--- src/rtl/priority_decoder.sv ---
// priority_decoder
//   Queues 3-bit encoded indices in a DEPTH-entry FIFO and presents each one
//   as an 8-bit one-hot value on y for max(hold,1) consecutive cycles.
//   Codes are presented in arrival order. A new code can follow the previous
//   one with no idle cycle between them.
//
// Ports
//   clk      : single clock, rising edge
//   rst_n    : asynchronous active-low reset
//   en       : permits a queued code to start being presented
//   in       : encoded index 0..7
//   in_valid : qualifies in
//   in_ready : queue can accept a code (count < DEPTH)
//   hold     : presentation length in cycles; sampled at pop, 0 acts as 1
//   y        : one-hot decoded value, zero when idle
//   y_valid  : y carries a decoded code
//   busy     : queue non-empty or a code being presented
module priority_decoder #(
   parameter int DEPTH  = 4,
   parameter int HOLD_W = 4
) (
   input  logic              clk,
   input  logic              rst_n,
   input  logic              en,
   input  logic [2:0]        in,
   input  logic              in_valid,
   output logic              in_ready,
   input  logic [HOLD_W-1:0] hold,
   output logic [7:0]        y,
   output logic              y_valid,
   output logic              busy
);

   localparam int PW = $clog2(DEPTH);
   localparam int CW = $clog2(DEPTH + 1);
   localparam logic [CW-1:0] DEPTH_C = CW'(DEPTH);

   typedef enum logic {
      IDLE   = 1'b0,
      ACTIVE = 1'b1
   } state_t;

   state_t            state, state_nxt;
   logic [2:0]        mem [DEPTH];
   logic [PW-1:0]     wr_ptr, rd_ptr;
   logic [CW-1:0]     count;
   logic [HOLD_W-1:0] hcnt, hcnt_nxt, hold_load;
   logic [7:0]        y_nxt;
   logic              push, pop;

   // in_ready comes from the registered count only, so a full queue refuses
   // a push even in a cycle where the FSM pops.
   always_comb begin
      in_ready  = (count < DEPTH_C);
      push      = in_valid && in_ready;
      hold_load = (hold == '0) ? '0 : hold - 1'b1;
   end

   // Storage carries no reset; discarding queued codes is done by the pointers.
   always_ff @(posedge clk) begin
      if (push) mem[wr_ptr] <= in;
   end

   // Pointers wrap naturally because DEPTH is a power of two.
   always_ff @(posedge clk or negedge rst_n) begin
      if (!rst_n) begin
         wr_ptr <= '0;
         rd_ptr <= '0;
         count  <= '0;
      end else begin
         if (push) wr_ptr <= wr_ptr + 1'b1;
         if (pop)  rd_ptr <= rd_ptr + 1'b1;
         case ({push, pop})
            2'b10:   count <= count + 1'b1;
            2'b01:   count <= count - 1'b1;
            default: count <= count;
         endcase
      end
   end

   // State register, with the presentation datapath held alongside it
   always_ff @(posedge clk or negedge rst_n) begin
      if (!rst_n) begin
         state <= IDLE;
         hcnt  <= '0;
         y     <= '0;
      end else begin
         state <= state_nxt;
         hcnt  <= hcnt_nxt;
         y     <= y_nxt;
      end
   end

   // Next-state logic
   always_comb begin
      state_nxt = state;
      hcnt_nxt  = hcnt;
      y_nxt     = y;
      pop       = 1'b0;
      case (state)
         IDLE: begin
            if (en && (count != '0)) begin
               pop       = 1'b1;
               y_nxt     = 8'b1 << mem[rd_ptr];
               hcnt_nxt  = hold_load;
               state_nxt = ACTIVE;
            end else begin
               y_nxt = '0;
            end
         end
         ACTIVE: begin
            if (hcnt != '0) begin
               hcnt_nxt = hcnt - 1'b1;
            end else if (en && (count != '0)) begin
               // back-to-back: next code replaces the current one directly
               pop      = 1'b1;
               y_nxt    = 8'b1 << mem[rd_ptr];
               hcnt_nxt = hold_load;
            end else begin
               y_nxt     = '0;
               state_nxt = IDLE;
            end
         end
         default: begin
            y_nxt     = '0;
            state_nxt = IDLE;
         end
      endcase
   end

   // Output logic
   always_comb begin
      y_valid = (state == ACTIVE);
      busy    = (count != '0) || y_valid;
   end

endmodule

--- config.mk ---
export PLATFORM = sky130hd
export DESIGN_NAME = priority_decoder
export DESIGN_NICKNAME = d
export VERILOG_FILES = /design/src/rtl/priority_decoder.sv
export SDC_FILE = /design/constraint.sdc
export NUM_CORES = 1
export LEC_CHECK = 0
export BUFFER_PORTS_ARGS = -buffer_cell sky130_fd_sc_hd__buf_2
export CAP_MARGIN = 15
export CORE_MARGIN = 2
export CORE_UTILIZATION = 60
export CTS_CLUSTER_SIZE = 12
export DETAILED_ROUTE_END_ITERATION = 16
export PLACE_DENSITY = 0.83
export SLEW_MARGIN = 40
export SYNTH_ARGS = -nofsm -noshare
export SYNTH_HDL_FRONTEND = slang
export SYNTH_SLANG_ARGS = --single-unit
--- constraint.sdc ---
create_clock -name clk -period 3.8 [get_ports clk]
set_input_delay 0.76 -clock clk [delete_from_list [all_inputs] [get_ports clk]]
set_output_delay 0.76 -clock clk [all_outputs]
set_load 0.01 [all_outputs]
Yosys cells after proc, flatten, opt, wreduce, memory -nomap -nowiden
Memories as Yosys holds them, arrays and structs flattened.
Index checks and enable logic that the tools add are counted.
Widths: inputs -> output; s select.
{"block": "word_totals", "ff_bits": 20, "latch_bits": 0, "ramBits": 12, "rom_bits": 0, "in_bits": 11, "out_inout_bits": 11, "n_memories": 1}
{"block": "classes", "add_sub_neg": 6, "n_mul": 0, "n_div": 0, "order_cmp": 1, "eq_ne": 3, "shifts": 1, "muxes": 15, "bitwise_logic": 1, "n_reduce_logical": 7}
{"memory": "mem", "depth": 4, "word_bits": 3, "read_ports": 1, "rd_ports_with_merged_regs": 0, "write_ports": 1, "line_no": "44", "rtl": "logic [2:0] mem [DEPTH];"}
{"operator": "$mux 8", "count": 2}
{"operator": "$pmux 8 s2", "count": 1}
{"operator": "$mux 4", "count": 3}
{"operator": "$pmux 4 s2", "count": 1}
{"operator": "$shl 1x3->8 const A", "count": 1}
{"operator": "$sub 4x1->4 const B", "count": 2}
{"operator": "$pmux 3 s2", "count": 1}
{"operator": "$mux 1", "count": 5}
{"operator": "$add 2x1->2 const B", "count": 2}
{"operator": "$logic_not 4->1", "count": 1}
{"operator": "$pmux 1 s2", "count": 2}
{"operator": "$reduce_bool 4->1", "count": 1}
{"operator": "$add 3x1->3 const B", "count": 1}
{"operator": "$lt 3x3->1 const B", "count": 1}
{"operator": "$reduce_bool 3->1", "count": 1}
{"operator": "$sub 3x1->3 const B", "count": 1}
{"operator": "$eq 2x1->1 const B", "count": 1}
{"operator": "$eq 2x2->1 const B", "count": 1}
{"operator": "$logic_and 1x1->1", "count": 2}
{"operator": "$ne 2x2->1 const B", "count": 1}
{"operator": "$reduce_bool 2->1", "count": 1}
{"operator": "$logic_or 1x1->1", "count": 1}
{"operator": "$not 1->1", "count": 1}

Depth between registers and ports, before layout
{"block": "logic_depth", "depth_word": 7, "ltp_mapped": 10, "ltp_nobuf": 10}

Worst setup path before layout
No wires, ideal clock.
{"block": "synth_timing", "path_type": "reg-to-reg", "start": "register hcnt[0]", "end": "register count[2]", "setup_ns": 0.080, "arrival_ns": 2.290, "t_required_ns": 3.720, "slack_ns": 1.430, "path_stages_with_launch": 11, "n_path_buf": 0, "cell_sequence": "dfrtp_1 inv_1 ha_1 or3b_4 a21oi_2 ha_1 inv_1 fa_1 xor2_1 nor2_1 xnor2_1"}
{"block": "synth_via", "elab_chain_cells": 5}
{"item": "start, declared", "line_no": "47", "rtl": "logic [HOLD_W-1:0] hcnt, hcnt_nxt, hold_load;"}
{"item": "start signal, assigned", "line_no": "89", "rtl": "hcnt <= hcnt_nxt;"}
{"item": "$reduce_bool 4->1 *", "line_no": "112", "rtl": "if (hcnt != '0) begin"}
{"item": "$mux 1 *", "line_no": "112"}
{"item": "$pmux 1 s2 *", "line_no": "100", "rtl": "case (state)"}
{"item": "net pop", "line_no": "49", "rtl": "logic push, pop;"}
{"item": "$eq 2x1->1 / $eq 2x2->1 (equally long branches)", "line_no": "73", "rtl": "case ({push, pop})"}
{"item": "$pmux 3 s2 / $reduce_bool 2->1 (equally long branches)"}
{"item": "end signal, assigned", "line_no": "74", "rtl": "2'b10: count <= count + 1'b1;"}
{"item": "end signal, assigned", "line_no": "75", "rtl": "2'b01: count <= count - 1'b1;"}
{"item": "end signal, assigned", "line_no": "76", "rtl": "default: count <= count;"}
{"item": "end, declared", "line_no": "46", "rtl": "logic [CW-1:0] count;"}
The timed path passes the listed nets; every way through them passes the cells marked *.
A chain may end at the register's enable or synchronous reset.

Worst setup path after layout
Same ends and word-level chain as after synthesis.

==> summary.txt <==
CTS Root Cell - clkbuf_4
vias in the first global route - 940
area delta synth->final - 11.4%
Slew @ Worst Pin - 520 ps
area share of the largest cell type after synthesis - 0.331
slew margin rel. - 0.651
power per cell area - 725 mW/mm²
vias per cell - 5.52
post_cts resized - 0
die area - 0.00294 mm²
arrival time worst endpoint - 2900 ps
r2r startpoint - hcnt[0]$_DFF_PN0_
Register-to-Register Setup Slack - 1160 ps
period utilization - 0.694
Die W - 54.2 µm
Routed Antenna Nets - 0
RD Place Congestion - 0.661
post-synthesis cell area - 0.00151 mm²
register area share after synthesis - 0.569
Final Non-Filler Cells - 173
FF-to-FF End - count[2]$_DFFE_PN0P_
initial antenna violation count - 0
Detailed Routing Iterations Pass 1 - 4
# fillers - 173
Synth area leaders - dfrtp_1, edfxtp_1, ha_1, mux4_2, a32o_1
Clock Latency Late Sink - 330 ps
CTS tree - yes
clk sinks - 32
Routed WL - 2600 µm
design area - 0.00169 mm²
Tmin final - 2640 ps
largest net degree at the start of global routing - 21
syn avg cell area - 12.9 µm²
warnings from Yosys - 0
Synth area leader - dfrtp_1
unrepaired setup endpoints after global routing - false
Final Skew - 12.2 ps
Netlist cell types - 35
postcts setup bufs - 0
global-route wire length before repair - 4220 µm
register cell area after layout - 861 µm²
Placed Area - 0.00164 mm²
HP Class - in -> async
cell count after placement - 165
share of cells above drive strength 1 - 0.273
leak pwr - 0.000756 µW
fin. max-slew vios - 0
final hold vios - 0
commonest non-fill, non-tap cells in the layout - buf_2, dfrtp_1, inv_1, edfxtp_1, nand2_1
worst path required time - 4060 ps
Core Footprint - 0.00243 mm²
H-tree level count - 2
CP Class - reg -> reg
total global routing overflow - 0
Worst IR Drop VDD - 0.442 mV
first-iteration detailed-routing DRC count - 12
Setup TNS - 0 ps
via count - 955
Initial Utilization - 0.622
nets - 161
gr usage total - 0.214
Diodes inserted - 0
Startpoint Class - flop
status - completed
DR WL/cell - 15.0 µm
Post-Syn Nets - 136
num ports - 22
DP HPWL - 2010 µm
drt drc - 0
multi-input logic area - 583 µm²
Worst R2R Path Depth - 10
post-synthesis register bit count - 32
Cells after Synth - 117
endpoints failing setup - 0
max_cap viols - 0
Longest Clk Path Bufs - 2
Crit. End Element - flop
fmax - 0.379 GHz
CP max FO - 8
commonest non-fill, non-tap cell in the layout - buf_2
Hold Buf Count CTS - 0
CTS buffer count - 5
number of buffers added on ports - 21
Die Span Y - 54.2 µm
clock slew at reported path FFs - 90 ps
Finished Core Util - 0.693
row cnt - 18
==> kinds of logic (layout without fill, tap and decap cells) <==
logic type / Yosys count / after routing / synth area share
flip-flops: 32 / 32 / 0.569
buffers and inverters: 16 / 42 / 0.0455
XOR/XNOR: 6 / 6 / 0.0347
AND/OR/NAND/NOR: 28 / 28 / 0.106
adder cells (fa/ha/maj): 8 / 8 / 0.0711
AO/OA/AOI/OAI: 22 / 22 / 0.116
multiplexers: 5 / 5 / 0.0579
==> cell type report <==
| class | count | share of cell area |
|---|---|---|
| timing repair buffer | 21 | 0.0624 |
| clock buffer | 7 | 0.0267 |
| clock inverter | 1 | 0.00297 |
| sequential | 32 | 0.511 |
| inverter | 13 | 0.0290 |
| tap | 30 | 0.0223 |
| multi-input combinational | 69 | 0.346 |
==> worst max-delay path: stages (launching register included) <==
cell and delay (ps):
dfrtp_1 390, inv_1 120, ha_1 160, or3b_4 400
a21oi_2 370, ha_1 280, inv_1 70, fa_1 380
xor2_1 150, nor2_1 120, xnor2_1 140
==> routing by layer <==
metal | vias up | part of all wire | track usage
li1 | 467 | - | -
met1 | 459 | 0.44 | 0.259
met5 | - | 0 | 0
met4 | 0 | 0.018 | 0.113
met3 | 6 | 0.042 | 0.0574
met2 | 23 | 0.50 | 0.349
==> synth_stat cells (all sizes together) <==
cell	number
a32o	5
nor3	3
dfrtp	20
and2	5
mux4	3
or4	1
fa	1
a21bo	1
clkbuf	1
o21ai	5
mux2i	2
edfxtp	12
or3b	1
ha	7
buf	2
a22o	1
or2	1
a21oi	3
a221oi	1
nor2	5
o31ai	5
nand2	9
and3	1
xor2	2
nor2b	1
a221o	1
inv	13
nor3b	1
xnor2	4
==> worst max-delay path by stage <==
stage,start,end,slack [ps],cells after the start
5_1_grt,hcnt[0]$_DFF_PN0_,count[2]$_DFFE_PN0P_,1040,10
3_5_place_dp,hcnt[0]$_DFF_PN0_,count[2]$_DFFE_PN0P_,1140,10
6_report,hcnt[0]$_DFF_PN0_,count[2]$_DFFE_PN0P_,1160,10
3_3_place_gp,hcnt[0]$_DFF_PN0_,count[2]$_DFFE_PN0P_,1350,10
2_1_floorplan,hcnt[0]$_DFF_PN0_,count[2]$_DFFE_PN0P_,1430,10
4_1_cts,hcnt[0]$_DFF_PN0_,count[2]$_DFFE_PN0P_,1150,10
==> where the power goes <==
group / total (µW) / internal (µW) / leakage [µW] / switching [µW]
clock: 181 / 71.9 / 0.0000293 / 109
sequential: 570 / 479 / 0.000356 / 91.3
combinational: 471 / 215 / 0.000371 / 257
==> sequential cells by signal, indices dropped and copies added (netlist names) <==
| register | count |
|---|---|
| hcnt | 4 |
| count | 3 |
| y_valid | 1 |
| wr_ptr | 2 |
| rd_ptr | 2 |
| mem | 12 |
| y | 8 |
==> through the flow <==
stage                     hold WS [ps]  power (µW)  setup slack (ps)
after floorplan                    464         917              1430
after global placement             455        1020              1350
after detailed placement           470        1050              1140
after CTS                          361        1230              1150
after global routing               386        1320              1040
final                              351        1220              1160
(Power assumes the default switching activity.)
